<file path="src/rtl/alu_req_sched_pkg.sv">
// alu_req_sched_pkg
//   Shared encodings and default sizing for the ALU request scheduler:
//   FSM state encoding, ALU func codes and default parameter values.
package alu_req_sched_pkg;

    typedef enum logic [1:0] {
        IDLE = 2'd0,
        EXEC = 2'd1,
        RESP = 2'd2
    } state_t;

    localparam logic [1:0] FUNC_ADD = 2'b00;
    localparam logic [1:0] FUNC_SUB = 2'b01;
    localparam logic [1:0] FUNC_MUL = 2'b10;
    localparam logic [1:0] FUNC_DIV = 2'b11;

    localparam int NUM_REQ   = 2;
    localparam int DEF_WIDTH = 6;
    localparam int DEF_LAT   = 2;
    localparam int DEF_CNT_W = 8;

endpackage

</file>
<file path="src/rtl/alu_req_sched_rr_arb2.sv">
// rr_arb2
//   Combinational two-way round-robin grant.
//   valid   : per-requester request valid
//   last    : id granted most recently (pointer register lives in the parent)
//   gnt_vld : some requester is valid
//   gnt_id  : granted requester; on a tie the one that was not granted last
module rr_arb2 (
    input  logic [1:0] valid,
    input  logic       last,
    output logic       gnt_vld,
    output logic       gnt_id
);

    always_comb begin
        gnt_vld = |valid;
        gnt_id  = valid[1];
        if (&valid) gnt_id = ~last;
    end

endmodule

</file>
<file path="src/rtl/alu_req_sched.sv">
// alu_req_sched
//   Round-robin sequencer that shares one combinational ALU between two
//   requesters. One operation in flight: accept, hold operands for lat
//   settle cycles, capture result/overflow, return it tagged with the id.
//   clk, rst                 : clock, async active-high reset
//   req_valid/req_ready      : per-requester handshake (bit i = requester i)
//   req_a/req_b/req_func     : packed operands, requester i at [i*width +: width]
//   alu_a/alu_b/alu_func     : registered operands to the shared ALU
//   alu_out/alu_ovf          : ALU result and overflow flag
//   rsp_valid/rsp_ready      : response handshake
//   rsp_id/rsp_result/rsp_err: captured response (held after handshake)
//   busy                     : FSM not idle
//   err_count                : saturating count of error responses
module alu_req_sched
    import alu_req_sched_pkg::*;
#(
    parameter int width = DEF_WIDTH,
    parameter int lat   = DEF_LAT,
    parameter int cnt_w = DEF_CNT_W
) (
    input  logic                 clk,
    input  logic                 rst,
    input  logic [1:0]           req_valid,
    output logic [1:0]           req_ready,
    input  logic [2*width-1:0]   req_a,
    input  logic [2*width-1:0]   req_b,
    input  logic [3:0]           req_func,
    output logic [width-1:0]     alu_a,
    output logic [width-1:0]     alu_b,
    output logic [1:0]           alu_func,
    input  logic [2*width-1:0]   alu_out,
    input  logic                 alu_ovf,
    output logic                 rsp_valid,
    input  logic                 rsp_ready,
    output logic                 rsp_id,
    output logic [2*width-1:0]   rsp_result,
    output logic                 rsp_err,
    output logic                 busy,
    output logic [cnt_w-1:0]     err_count
);

    localparam int              CW       = (lat > 1) ? $clog2(lat) : 1;
    localparam logic [CW-1:0]   CNT_LOAD = CW'(lat - 1);

    // Per-lane views of the packed request buses (same bit layout).
    logic [NUM_REQ-1:0][width-1:0] lane_a, lane_b;
    logic [NUM_REQ-1:0][1:0]       lane_f;

    assign lane_a = req_a;
    assign lane_b = req_b;
    assign lane_f = req_func;

    state_t             state_q, state_d;
    logic               last_q;
    logic [CW-1:0]      cnt_q;
    logic [width-1:0]   op_a_q, op_b_q;
    logic [1:0]         op_f_q;
    logic               op_id_q;
    logic               gnt_vld, gnt_id;
    logic               accept;

    rr_arb2 u_arb (
        .valid   (req_valid),
        .last    (last_q),
        .gnt_vld (gnt_vld),
        .gnt_id  (gnt_id)
    );

    always_comb begin
        state_d   = state_q;
        req_ready = '0;
        accept    = 1'b0;
        case (state_q)
            IDLE: begin
                if (gnt_vld) req_ready[gnt_id] = 1'b1;
                accept = |(req_valid & req_ready);
                if (accept) state_d = EXEC;
            end
            EXEC:    if (cnt_q == '0) state_d = RESP;
            RESP:    if (rsp_ready)   state_d = IDLE;
            default: state_d = IDLE;
        endcase
    end

    always_ff @(posedge clk or posedge rst) begin
        if (rst) begin
            state_q    <= IDLE;
            last_q     <= 1'b1;   // requester 0 wins the first tie
            cnt_q      <= '0;
            op_a_q     <= '0;
            op_b_q     <= '0;
            op_f_q     <= '0;
            op_id_q    <= 1'b0;
            rsp_valid  <= 1'b0;
            rsp_id     <= 1'b0;
            rsp_result <= '0;
            rsp_err    <= 1'b0;
            err_count  <= '0;
        end else begin
            state_q <= state_d;
            case (state_q)
                IDLE: begin
                    if (accept) begin
                        op_a_q  <= lane_a[gnt_id];
                        op_b_q  <= lane_b[gnt_id];
                        op_f_q  <= lane_f[gnt_id];
                        op_id_q <= gnt_id;
                        last_q  <= gnt_id;
                        cnt_q   <= CNT_LOAD;
                    end
                end
                EXEC: begin
                    if (cnt_q == '0) begin
                        // Result is forced to zero on overflow so the display
                        // never shows a meaningless partial value.
                        rsp_valid  <= 1'b1;
                        rsp_result <= alu_ovf ? '0 : alu_out;
                        rsp_err    <= alu_ovf;
                        rsp_id     <= op_id_q;
                        if (alu_ovf && (err_count != '1))
                            err_count <= err_count + cnt_w'(1);
                    end else begin
                        cnt_q <= cnt_q - CW'(1);
                    end
                end
                RESP:    if (rsp_ready) rsp_valid <= 1'b0;
                default: rsp_valid <= 1'b0;
            endcase
        end
    end

    assign alu_a    = op_a_q;
    assign alu_b    = op_b_q;
    assign alu_func = op_f_q;
    assign busy     = (state_q != IDLE);

endmodule
</file>
<file path="config.mk">
export PLATFORM = sky130hd
export DESIGN_NAME = alu_req_sched
export DESIGN_NICKNAME = d
export VERILOG_FILES = /design/src/rtl/alu_req_sched_pkg.sv /design/src/rtl/alu_req_sched_rr_arb2.sv /design/src/rtl/alu_req_sched.sv
export SDC_FILE = /design/constraint.sdc
export NUM_CORES = 1
export LEC_CHECK = 0
export BUFFER_PORTS_ARGS = -buffer_cell sky130_fd_sc_hd__buf_2
export CORE_ASPECT_RATIO = 0.8
export CORE_MARGIN = 3
export CORE_UTILIZATION = 46
export DETAILED_ROUTE_END_ITERATION = 16
export GPL_ROUTABILITY_DRIVEN = 0
export PLACE_DENSITY_LB_ADDON = 0.12
export SETUP_SLACK_MARGIN = 0.5
export SYNTH_ARGS = -nofsm -noshare
export SYNTH_HDL_FRONTEND = slang
export SYNTH_SLANG_ARGS = --single-unit
</file>
<file path="constraint.sdc">
create_clock -name clk -period 2 [get_ports clk]
set_input_delay 0 -clock clk [delete_from_list [all_inputs] [get_ports clk]]
set_output_delay 0 -clock clk [all_outputs]
set_load 0.01 [all_outputs]
</file>
* Word-level counts from Yosys, hierarchy flattened
Cells that the tools add are included.
** Operators by class
- $add $sub $neg :: 2
- Reductions and logical operators :: 14
- Eq/ne operators :: 7
- Mux-type cells :: 24
- $lt $le $gt $ge :: 2
- Bitwise operators :: 4
** Operator list (number)
- 6-bit 2-to-1 mux :: 4
- 2-bit 2-to-1 mux :: 8
- 12-bit 2-to-1 mux :: 1
- 3-bit AND reduction :: 3
- 8-bit by 1-bit adder with 8-bit output (second input constant) :: 1
- 2-bit != test (second input constant) :: 4
- 8-bit != test (second input constant) :: 1
- 2-bit AND reduction :: 4
- 1-bit 2-to-1 mux :: 7
- 2-bit case mux with 3 select lines :: 1
- 2-bit nonzero test :: 2
- 2-bit OR reduction :: 2
- 1-bit inverter :: 3
- 1-bit case mux with 3 select lines :: 1
- 2-bit AND :: 1
- 2-bit by 1-bit equality test with 1-bit output (second input constant) :: 1
- 2-bit equality test (second input constant) :: 1
- 1-bit logical AND :: 2
- 2-bit zero test :: 1
- 1-bit by 2-bit less-than comparator with 1-bit output (second input constant) :: 1
- 1-bit case mux with 2 select lines :: 1
- 1-bit demux with 1-bit select :: 1
- 1-bit >= comparator (second input constant) :: 1
- 1-bit subtractor (second input constant) :: 1
** Word-level totals
- Input port bits :: 46
- Word-level logic and storage cells :: 65
- Register bits :: 42
- Output and inout port bits :: 40

* Depth between registers and ports, before layout
Gate-level depths: netlist of the first run.
- Depth in word-level cells :: 13
- Mapped depth :: 6
- Gate-level depth less buffers :: 5

* Modules after synthesis
A second synthesis of the first run with hierarchy kept.
** Unflattened totals
- Cells, all modules :: 171
- Area total of the unflattened synthesis :: 2001.9 um^2
** Modules (own cells, without submodules)
- alu_req_sched :: instances 1, sequential area each 1052.3 um^2, cells each 169, area each 1988.2 um^2
- rr_arb2 :: instances 1, sequential area each 0.0 um^2, cells each 2, area each 13.8 um^2

* Worst setup path before layout of the first run
No wires, ideal clock.
- Path type :: flip-flop to flip-flop
- Start point :: register err_count[0]
- End point :: register err_count[1]
- Library setup time :: 0.125 ns
- Buffers on the path :: 0
- Arrival :: 1.299 ns
- Slack :: 0.576 ns
- Data required time :: 1.875 ns
- Stages on the path, launching flop included :: 4
- Period minus slack after synthesis :: 1.424 ns
- Cells stage by stage :: dfrtp_1 > ha_1 > a41oi_2 > mux2_2
** Between the ends
- Word-level cells in the longest chain between the ends :: 3
- Elaborated cells between the ends (all ways) :: 4
- Those cells by class :: add/sub: 1; eq/ne: 1; reduce/logical: 2
** RTL lines
- from (decl) :: line alu_req_sched.sv:39 : output logic [cnt_w-1:0] err_count
- from (signal assigned) :: line alu_req_sched.sv:121 : err_count <= err_count + cnt_w'(1);
- parallel branches: the longest is 3 deep, another holds 8-bit by 1-bit adder with 8-bit output
Several ways; the timed one is not identified.
A chain may end at the register's enable or synchronous reset.

* Final worst setup path of the first run
- Start point :: register state_q[1]
- End point :: register err_count[7]
** Between the ends
- Word-level cells in the longest chain between the ends :: 2
** RTL lines
- from (decl) :: line alu_req_sched.sv:53 : state_t state_q, state_d;
- from (signal assigned) :: line alu_req_sched.sv:100 : state_q <= state_d;
- 2-bit by 1-bit equality test with 1-bit output :: line alu_req_sched.sv:101 : case (state_q)
- 3-bit AND reduction (no source line)
Every way passes these cells.

==> impl_metrics.csv, run 1 <==
group,metric,value,unit
run_status,outcome,"finished, final reports clean",
clocking,path_clk_slew,70,ps
grt,grt_start_max_net_pins,23,
hold_path,holdPathEnd,"alu_a[0]$_DFFE_PP0P_",
hold_path,worstHoldStart,"req_a[6]",
drt,drtIter0Drc,53,
setup_path,cp-start-kind,"flop",
logic_synthesis,yosysWarningCount,0,
finish,n_antenna_cell,0,
hold_path,hold_path_class,"input pin to flop",
pwr,peakVddDrop,0.000726,V
grt,grt.busiest_layer,"met2",
clocking,clock_latency,280,ps
drt,vias,1687,
finish,num-nets-final,342,
drt,ant_nets,0,
finish,postLayoutCoreUtil,0.727,
setup_path,worstPathMaxFanout,6,
floorplan,fp-row-count,20,
setup_path,rr_worst_depth,4,
setup_path,rr_endpoint,"err_count[7]$_DFFE_PP0P_",
timing,skew,3.75,ps
timing,hold_viol_final,0,
drt,first_pass_iters,4,
setup_path,r2r_start,"state_q[1]$_DFFE_PP0P_",
grt,grt_use_met2,0.316,
finish,multi_input_area,848,um^2
timing,drv_slew,0,
drt,wl_per_cell,13.6,um
logic_synthesis,syn_inst,179,
grt,grt_pass1_wl,7870,um
setup_path,crit_type,"flop to flop",
grt,grt_overflow_total,0,
logic_synthesis,synth_seq_area_share,0.559,
pwr,power_per_cell_area,1270,nW/um^2
floorplan,core_area,3850,um^2
timing,finalSetupTns,0,ps
floorplan,die_w,77.5,um
clocking,cts.sinks,42,
grt,grtUsageMet3,0.0743,
hold_path,whs_path_depth,3,
grt,grt.total_usage,0.203,
logic_synthesis,yosysTopAreaCell,"dfrtp_1",
timing,max_freq,679,MHz
setup_path,worst-r2r-setup-slack,530,ps
logic_synthesis,yosysTopAreaCellShare,0.545,
setup_path,cp.required,2170,ps
finish,fillers,318,
finish,layout_commonest_cell,"buf_2",
placed_design,dpl.hpwl,3040,um
finish,syn_to_final_growth,48.9,%
timing,period_minus_slack,1470,ps
placed_design,port_buffers,85,
floorplan,io_pins,86,
drt,viasPerCell,4.83,
drt,drt_wl_total,4760,um
drt,drc,0,
finish,drive_gt1_frac,0.395,
timing,post-route-period-util,0.736,
floorplan,die_h,63.2,um
logic_synthesis,ys_ff_latch,42,
logic_synthesis,yosysUniqueCellTypes,32,
pwr,power.leakage,1.42,nW
timing,finalSetupViolations,0,
clocking,htreeDepth,2,
logic_synthesis,synth.area.top_cells,"dfrtp_1 55%, mux2i_1 7.4%, nand2_1 7.2%",
clocking,clock-root-buffer,"clkbuf_8",
logic_synthesis,synth_nets,226,
grt,use_met1,0.271,
timing,rsz0062_at_grt,"no",
floorplan,start_util,0.488,
finish,final_cell_mix,"85 x buf_2, 39 x dfrtp_1, 36 x nand2_1",
clocking,clockBufferDepth,2,
setup_path,end_kind,"flop",
grt,grt_pass1_vias,1650,
clocking,cts_made_buffers,5,
finish,seq_area,1050,um^2
floorplan,dieArea,4900,um^2
timing,relSlewSlack,0.489,
logic_synthesis,avgSynthCellArea,10.5,um^2
clocking,cts_tree,"built",
setup_path,worstPathArrival,1650,ps
logic_synthesis,synth_area,1880,um^2
grt,antenna_found_initial,0,
timing,worst_slew_pin_slew,762,ps
job,drv_cap,0,
==> worst max-delay path by stage <==
stage | start | end | cells after the start
6_report | state_q[1]$_DFFE_PP0P_ | err_count[7]$_DFFE_PP0P_ | 4
3_5_place_dp | last_q$_DFFE_PP1P_ | alu_b[1]$_DFFE_PP0P_ | 3
3_3_place_gp | last_q$_DFFE_PP1P_ | alu_b[0]$_DFFE_PP0P_ | 3
5_1_grt | state_q[1]$_DFFE_PP0P_ | err_count[7]$_DFFE_PP0P_ | 4
4_1_cts | state_q[1]$_DFFE_PP0P_ | err_count[7]$_DFFE_PP0P_ | 4
2_1_floorplan | err_count[0]$_DFFE_PP0P_ | err_count[1]$_DFFE_PP0P_ | 3
==> power by group <==
part	total [mW]	switching, mW	leakage [nW]	internal, mW
logic	1.52	0.813	0.845	0.704
registers	1.52	0.291	0.527	1.23
clock network	0.527	0.261	0.0431	0.266
==> cell usage after synthesis (all sizes together) <==
| cell type | n |
|---|---|
| a41oi | 1 |
| and4 | 2 |
| xnor2 | 4 |
| and3 | 1 |
| nand3 | 3 |
| and2 | 1 |
| a21oi | 3 |
| a31oi | 2 |
| and4bb | 1 |
| dfstp | 1 |
| nand2 | 36 |
| mux2i | 14 |
| inv | 3 |
| nand2b | 14 |
| a21boi | 2 |
| nand4bb | 1 |
| xor2 | 1 |
| o21ai | 29 |
| nor2 | 4 |
| dfrtp | 41 |
| nand4 | 1 |
| clkbuf | 3 |
| mux2 | 3 |
| a21o | 1 |
| buf | 6 |
| ha | 1 |
==> cell type report <==
class / count / share of cell area
Inverter: 3 / 0.00402
Clock buffer: 6 / 0.0295
Multi-Input combinational cell: 126 / 0.303
Timing Repair Buffer: 117 / 0.263
Sequential cell: 42 / 0.377
Tap cell: 55 / 0.0246
==> routing by layer <==
layer	vias up	part of all wire	routed length, um
met5	-	0	0
met4	0	0.0074	35
met3	4	0.053	252
met2	46	0.49	2310
met1	801	0.45	2160
li1	836	-	-
==> stage by stage <==
stage                     hold WS [ps]  cell area, um^2  cells  total power, mW  worst slack (ps)
after global placement            74.5             2360    313             2.77               285
after global routing              6.85             2800    349             3.85               501
after CTS                       0.0512             2730    345             3.46               477
final                             1.65             2800    349             3.57               528
after detailed placement          78.3             2360    313             2.82               235
after floorplan                   70.0             1880    179             2.28               576
==> worst max-delay path: stages, from the launching register on <==
cell,delay (ps)
dfrtp_2,450
and4bb_4,330
and3_4,200
nand3_2,80
mux2_4,300
==> sequential cells by signal, indices dropped and copies added, names as in the netlist <==
register    cells
alu_a           6
alu_b           6
alu_func        2
cnt_q           1
err_count       8
last_q          1
op_id_q         1
rsp_err         1
rsp_id          1
rsp_result     12
rsp_valid       1
state_q         2
==> timing repair <==
item | 4_1_cts | 5_1_grt
buffers inserted | 2 | 4
hold buffers | 23 | 0
gates cloned | 1 | 0
endpoints found under the setup margin | 17 | 16
pin swaps | 1 | 3
hold endpoints to repair | 41 | 0
resized for setup | 4 | 7
==> kinds of logic after synthesis <==
family / Yosys count / synth area share
flops: 42 / 0.559
xor+xnor: 5 / 0.0233
compound gates: 38 / 0.112
fa+ha+maj: 1 / 0.00665
buf+inv: 12 / 0.0306
simple gates: 64 / 0.174
mux: 17 / 0.0944
(Power assumes the default switching activity.)
==> inputs of run 2 (changes only) <==
==> constraint.sdc (replaced) <==
create_clock -name clk -period 1.4 [get_ports clk]
set_input_delay 0 -clock clk [delete_from_list [all_inputs] [get_ports clk]]
set_output_delay 0 -clock clk [all_outputs]
set_load 0.01 [all_outputs]
==> run 2 against run 1 <==
Net effect:
- the run now ends with setup timing left
- combinational power rose to 2.6 times the previous value
- register-to-register slack worse by 650 ps
- clock skew increased by 0.78 ps
- global-route usage grew 3.6 points
- total power is 99% higher
- hold slack better by 44 ps
- sequential share of layout area fell by 8.4 points
- clock power grew 57%
- critical path type unchanged
- highest routed layer unchanged
- critical endpoint is now rsp_id$_DFFE_PP0P_
==> impl_metrics.csv, run 2 (synthesis gave the netlist of run 1 again) <==
group,metric,value,unit
pwr,power_per_cell_area,1970,nW/um^2
finish,multi_input_area,982,um^2
grt,grt_overflow_total,0,
placed_design,placedCellCount,327,
hold_path,hold_path_class,"input pin to flop",
timing,rsz0062_at_grt,"yes",
floorplan,core_area,3850,um^2
timing,drv_slew,0,
finish,drive_gt1_frac,0.549,
setup_path,cp.required,1590,ps
job,drv_cap,0,
clocking,clockBufferDepth,2,
finish,layout_commonest_cell,"buf_2",
placed_design,place_area,2500,um^2
timing,relSlewSlack,0.635,
setup_path,end_kind,"flop",
drt,wl_per_cell,22.0,um
clocking,cts_made_buffers,5,
timing,finalSetupViolations,17,
setup_path,crit_type,"flop to flop",
grt,grt_pass1_wl,9320,um
clocking,path_clk_slew,80,ps
setup_path,cp-start-kind,"flop",
clocking,cts.sinks,42,
finish,num-nets-final,390,
grt,grt_pass1_vias,2032,
run_status,outcome,"complete, but fails checks",
drt,ant_nets,0,
pwr,p_int,4.23,mW
finish,final_area,3610,um^2
drt,drtIter0Drc,179,
placed_design,dpl.hpwl,3100,um
finish,largest_reg_flops,12,
pwr,peakVddDrop,0.00113,V
finish,top_register,"rsp_result",
floorplan,die_h,63.2,um
finish,fillers,115,
setup_path,worstPathArrival,1710,ps
clocking,clock-root-buffer,"clkbuf_8",
floorplan,die_w,77.5,um
timing,post-route-period-util,1.09,
floorplan,start_util,0.488,
clocking,htreeDepth,2,
pwr,power.leakage,1.75,nW
timing,finalSetupTns,-553,ps
clocking,cts_tree,"built",
timing,max_freq,657,MHz
timing,worst_slew_pin_slew,547,ps
placed_design,dp_slack,-35.0,ps
finish,postLayoutCoreUtil,0.938,
finish,seq_area,1060,um^2
pwr,total_switching_power,2.89,mW
clocking,clock_latency,300,ps
setup_path,r2r_start,"state_q[0]$_DFFE_PP0P_",
setup_path,worst-r2r-setup-slack,-120,ps
timing,period_minus_slack,1520,ps
grt,antenna_found_initial,1,
placed_design,port_buffers,85,
finish,largestRegisters,"rsp_result x12, err_count x8",
hold_path,worstHoldStart,"req_b[8]",
floorplan,io_pins,86,
pwr,sequentialPowerShare,0.318,
finish,final_cell_mix,"76 x buf_2, 39 x dlygate4sd3_1, 37 x dfrtp_1",
drt,first_pass_iters,4,
floorplan,fp-row-count,20,
finish,syn_to_final_growth,92.1,%
drt,drt_wl_total,8790,um
setup_path,worstPathMaxFanout,5,
timing,hold_viol_final,0,
drt,drc,0,
pwr,p_sw_frac,0.406,
setup_path,startpoint,"state_q[0]$_DFFE_PP0P_",
grt,grt_start_max_net_pins,24,
pwr,pwr-share-comb,0.566,
floorplan,dieArea,4900,um^2
run_status,failed_checks,"setup timing",
grt,grt.total_usage,0.239,
drt,viasPerCell,5.62,
pwr,p_clk_frac,0.116,
drt,vias,2249,
finish,stdcell_count,400,
timing,skew,4.52,ps
timing,setup_slack,-121,ps
[run 2: cell types whose count changed in the layout (fill, tap and decap cells not counted), moves of 6 or more]
cell           change
buf_6             +27
o21ai_0           -17
dlygate4sd3_1     +16
nand2_1           -14
nand2_2           +13
buf_2              -9
o21ai_1            +9
mux2i_1            -7
o21ai_2            +7
mux2i_2            +6
[run 2: through the flow]
stage	total power, mW	hold WS, ps
final	7.11	45.8
after global routing	7.39	58.2
after CTS	5.86	1.37
after detailed placement	4.31	67.6
after global placement	4.23	64.2
after floorplan	3.33	-8.88
[run 2: timing repair]
action / in CTS / in global routing
endpoints found under the setup margin: 53 / 53
resized for setup: 47 / 49
endpoints found under the hold margin: 47 / 0
hold buffers: 39 / 0
pin swaps: 9 / 19
buffers inserted: 13 / 7
gates cloned: 1 / 4
[run 2: worst max-delay path: stages, from the launching register on]
cell and delay [ps]:
dfrtp_1 430, buf_6 140, buf_4 130, nand2b_1 130, nand2b_4 220, mux2_1 350
[run 2: layout make-up]
| class | instances | area share |
|---|---|---|
| antenna | 1 | 0.000692 |
| clock buffer | 7 | 0.0239 |
| clock inverter | 1 | 0.00138 |
| inverter | 3 | 0.00415 |
| multi-input combinational | 125 | 0.272 |
| sequential | 42 | 0.292 |
| tap | 55 | 0.0190 |
| timing repair buffer | 166 | 0.387 |
[run 2: metal layers]
layer,GRT usage,up-vias,share of wire
met2,0.414,173,0.51
met5,0,-,0
met1,0.300,1088,0.34
met3,0.0500,47,0.084
met4,0.0756,0,0.063
li1,-,941,-
[run 2: power groups by stage]
stage | clock network, mW | registers [mW] | logic, mW
after global placement | 0 | 2.08 | 2.15
after detailed placement | 0 | 2.10 | 2.21
after floorplan | 0 | 2.32 | 1.01
final | 0.828 | 2.26 | 4.02
after global routing | 0.889 | 2.29 | 4.21
after CTS | 0.798 | 2.12 | 2.94
[run 2: worst paths after layout]
| path | cells after the start | endpoint |
|---|---|---|
| setup / recovery | 5 | rsp_id$_DFFE_PP0P_ |
| hold / removal | 3 | alu_b[2]$_DFFE_PP0P_ |
| setup reg to reg | 5 | rsp_id$_DFFE_PP0P_ |
| hold reg to reg | 2 | rsp_result[0]$_DFFE_PP0P_ |
| max in group asynchronous | 4 | err_count[2]$_DFFE_PP0P_ |
| min in group asynchronous | 3 | alu_b[4]$_DFFE_PP0P_ |
==> inputs of run 3 (changes only) <==
--- a/config.mk
+++ b/config.mk
@@ -6,13 +6,15 @@
 export NUM_CORES = 1
 export LEC_CHECK = 0
 export BUFFER_PORTS_ARGS = -buffer_cell sky130_fd_sc_hd__buf_2
+export CAP_MARGIN = 20
 export CORE_ASPECT_RATIO = 0.8
 export CORE_MARGIN = 3
-export CORE_UTILIZATION = 46
+export CORE_UTILIZATION = 47
 export DETAILED_ROUTE_END_ITERATION = 16
 export GPL_ROUTABILITY_DRIVEN = 0
 export PLACE_DENSITY_LB_ADDON = 0.12
 export SETUP_SLACK_MARGIN = 0.5
 export SYNTH_ARGS = -nofsm -noshare
 export SYNTH_HDL_FRONTEND = slang
+export SYNTH_HIERARCHICAL = 1
 export SYNTH_SLANG_ARGS = --single-unit
==> run 3 against run 2 <==
Net effect:
- the run still ends with setup timing left
- utilization down 7.4 points
- total power shrank 11%
- combinational power decreased by 19%
- final cell count down 9.0%
- clock-buffer cell count unchanged
- die area increased by 3.8%
- register-to-register slack lost 80 ps
- via count is 17% lower
- final area is 5.5% lower
- critical endpoint is now op_id_q$_DFFE_PP0P_
- largest cell class is now multi-input gates
==> impl_metrics.csv, run 3 <==
group,metric,value,unit
pwr,power.leakage,1.68,nW
finish,top_register,"rsp_result",
floorplan,start_util,0.506,
grt,grt_pass1_wl,9000,um
setup_path,path_cells,"or3b_4, nor2_4, buf_6, mux2_4",
clocking,cts_made_buffers,5,
grt,grt_pass1_vias,1983,
drt,wl_per_cell,16.1,um
logic_synthesis,synth_seq_area_share,0.526,
finish,n_antenna_cell,0,
timing,setup_slack,-204,ps
finish,stdcell_count,364,
logic_synthesis,netlist_top_cells_count,"41 x dfrtp_1, 34 x mux2_2, 19 x nand2_1",
run_status,outcome,"complete, but fails checks",
logic_synthesis,synth_nets,218,
pwr,power_per_cell_area,1840,nW/um^2
finish,layout_commonest_cell,"buf_2",
timing,post-route-period-util,1.15,
placed_design,dp_slack,-173,ps
timing,finalSetupTns,-4470,ps
grt,antenna_found_initial,0,
setup_path,worstPathArrival,1770,ps
clocking,clockBufferDepth,2,
logic_synthesis,yosysTopAreaCell,"dfrtp_1",
timing,finalSetupViolations,38,
timing,hold_viol_final,0,
timing,relSlewSlack,0.676,
finish,final_cell_mix,"75 x buf_2, 37 x dfrtp_1, 27 x buf_6",
clocking,cts.sinks,42,
drt,drtIter0Drc,70,
timing,worst_slew_pin_slew,483,ps
floorplan,core_area,3950,um^2
finish,drive_gt1_frac,0.647,
logic_synthesis,synth_most_common_cell,"dfrtp_1",
logic_synthesis,ys_async_sr_fraction,1.00,
placed_design,place_area,2710,um^2
logic_synthesis,synth_top_flop_cell,"dfrtp_1",
drt,drt_wl_total,5850,um
finish,largest_reg_flops,12,
hold_path,worstHoldStart,"req_a[4]",
run_status,failed_checks,"setup timing",
timing,skew,7.93,ps
setup_path,cpPeakStageDelay,420,ps
setup_path,cp.required,1570,ps
logic_synthesis,synth_edf_count,0,
logic_synthesis,syn_inst,171,
pwr,peakVddDrop,0.00119,V
drt,first_pass_iters,4,
setup_path,r2r_start,"state_q[0]$_DFFE_PP0P_",
logic_synthesis,synth_area,2000,um^2
logic_synthesis,avgSynthCellArea,11.7,um^2
grt,grt.total_usage,0.227,
logic_synthesis,synth.area.top_cells,"dfrtp_1 51%, mux2_2 19%, nand2b_1 4.1%",
floorplan,io_pins,86,
grt,grt_overflow_total,0,
drt,vias,1864,
finish,final_area,3420,um^2
setup_path,cp-start-kind,"flop",
floorplan,die_h,64.4,um
logic_synthesis,yosysTopAreaCellShare,0.513,
finish,largestRegisters,"rsp_result x12, err_count x8",
clocking,htreeDepth,2,
clocking,path_clk_slew,80,ps
job,drv_cap,0,
logic_synthesis,yosysWarningCount,6,
clocking,cts_tree,"built",
logic_synthesis,yosysUniqueCellTypes,34,
finish,syn_to_final_growth,70.7,%
clocking,clock-root-buffer,"clkbuf_8",
floorplan,die_w,79.0,um
hold_path,hold_path_class,"input pin to flop",
setup_path,critPathSlowestCell,"or3b_4",
logic_synthesis,ys_ff_latch,42,
grt,grt_start_max_net_pins,23,
setup_path,startpoint,"state_q[0]$_DFFE_PP0P_",
drt,viasPerCell,5.12,
drt,drc,0,
timing,rsz0062_at_grt,"yes",
placed_design,port_buffers,85,
floorplan,fp-row-count,20,
timing,max_freq,623,MHz
timing,hold_ws,70.8,ps
timing,drv_slew,0,
floorplan,dieArea,5080,um^2
setup_path,end_kind,"flop",
timing,period_minus_slack,1600,ps
finish,num-nets-final,355,
clocking,clock_latency,280,ps
placed_design,dpl.hpwl,3390,um
placed_design,placedCellCount,328,
setup_path,crit_type,"flop to flop",
drt,ant_nets,0,
setup_path,worstPathMaxFanout,7,
==> run 3: cell types whose count changed after synthesis, moves of 2 or more <==
cell	change
nand2_1	-17
buf_6	+2
nand4_1	+5
buf_2	-3
mux2_2	+33
o21ai_1	-7
mux2i_1	-13
o21ai_0	-7
buf_4	-2
==> run 3: routing by layer <==
metal	part of all wire	vias to the layer above	track usage	routed length (um)
li1	-	870	-	-
met1	0.42	921	0.271	2470
met2	0.51	67	0.404	3000
met3	0.055	6	0.0563	324
met4	0.0087	0	0.0622	51
met5	0	-	0	0
==> run 3: cells by family (layout without fill, tap and decap cells) <==
logic type	after synthesis	in the layout	share of synthesized area
simple gates	54	54	0.158
fa+ha+maj	1	1	0.00625
xor+xnor	3	3	0.0131
mux	36	36	0.202
buf+inv	12	150	0.0312
compound gates	23	23	0.0638
flops	42	42	0.526
==> run 3: layout make-up <==
class / instances / area [um^2]
Timing Repair Buffer: 138 / 1070
Clock inverter: 1 / 30.0
Fill cell: 210 / 537
Multi-Input combinational cell: 117 / 1090
Inverter: 3 / 15.0
Timing Repair inverter: 1 / 5.00
Sequential cell: 42 / 1060
Clock buffer: 7 / 76.3
Tap cell: 55 / 68.8
==> run 3: worst max-delay path, delay by kind of cell, from the launching register on <==
kind	cells	cell delay (ps)
AND/OR/NAND/NOR	2	610
flip-flops	1	390
multiplexers	1	310
buffers and inverters	1	180
==> run 3: what timing repair did <==
action / CTS / global route
endpoints found under the hold margin: 33 / 0
pin swaps: 22 / 9
setup buffers: 7 / 4
hold buffers: 14 / 0
gates cloned: 2 / 1
setup endpoints to repair: 50 / 66
resized for setup: 62 / 16
==> run 3: path summary, 6_finish.rpt <==
kind,slack (ps),cells past startpoint,endpoint
max,-200,4,op_id_q$_DFFE_PP0P_
min,70,3,alu_a[4]$_DFFE_PP0P_
max reg2reg,-200,4,op_id_q$_DFFE_PP0P_
min reg2reg,480,2,rsp_result[1]$_DFFE_PP0P_
max in group asynchronous,740,4,rsp_result[1]$_DFFE_PP0P_
min in group asynchronous,240,3,err_count[1]$_DFFE_PP0P_
==> run 3: through the flow <==
step / power (mW) / util
after floorplan: 3.36 / -
after global placement: 4.27 / 0.684
after detailed placement: 4.32 / 0.684
after CTS: 6.03 / 0.837
after global routing: 6.68 / 0.864
final: 6.30 / 0.864
==> run 3: report_power, final <==
group	switching [mW]	total, mW	internal, mW
clock	0.392	0.926	0.534
sequential	0.389	2.12	1.73
combinational	1.35	3.26	1.91
total	2.13	6.30	4.17
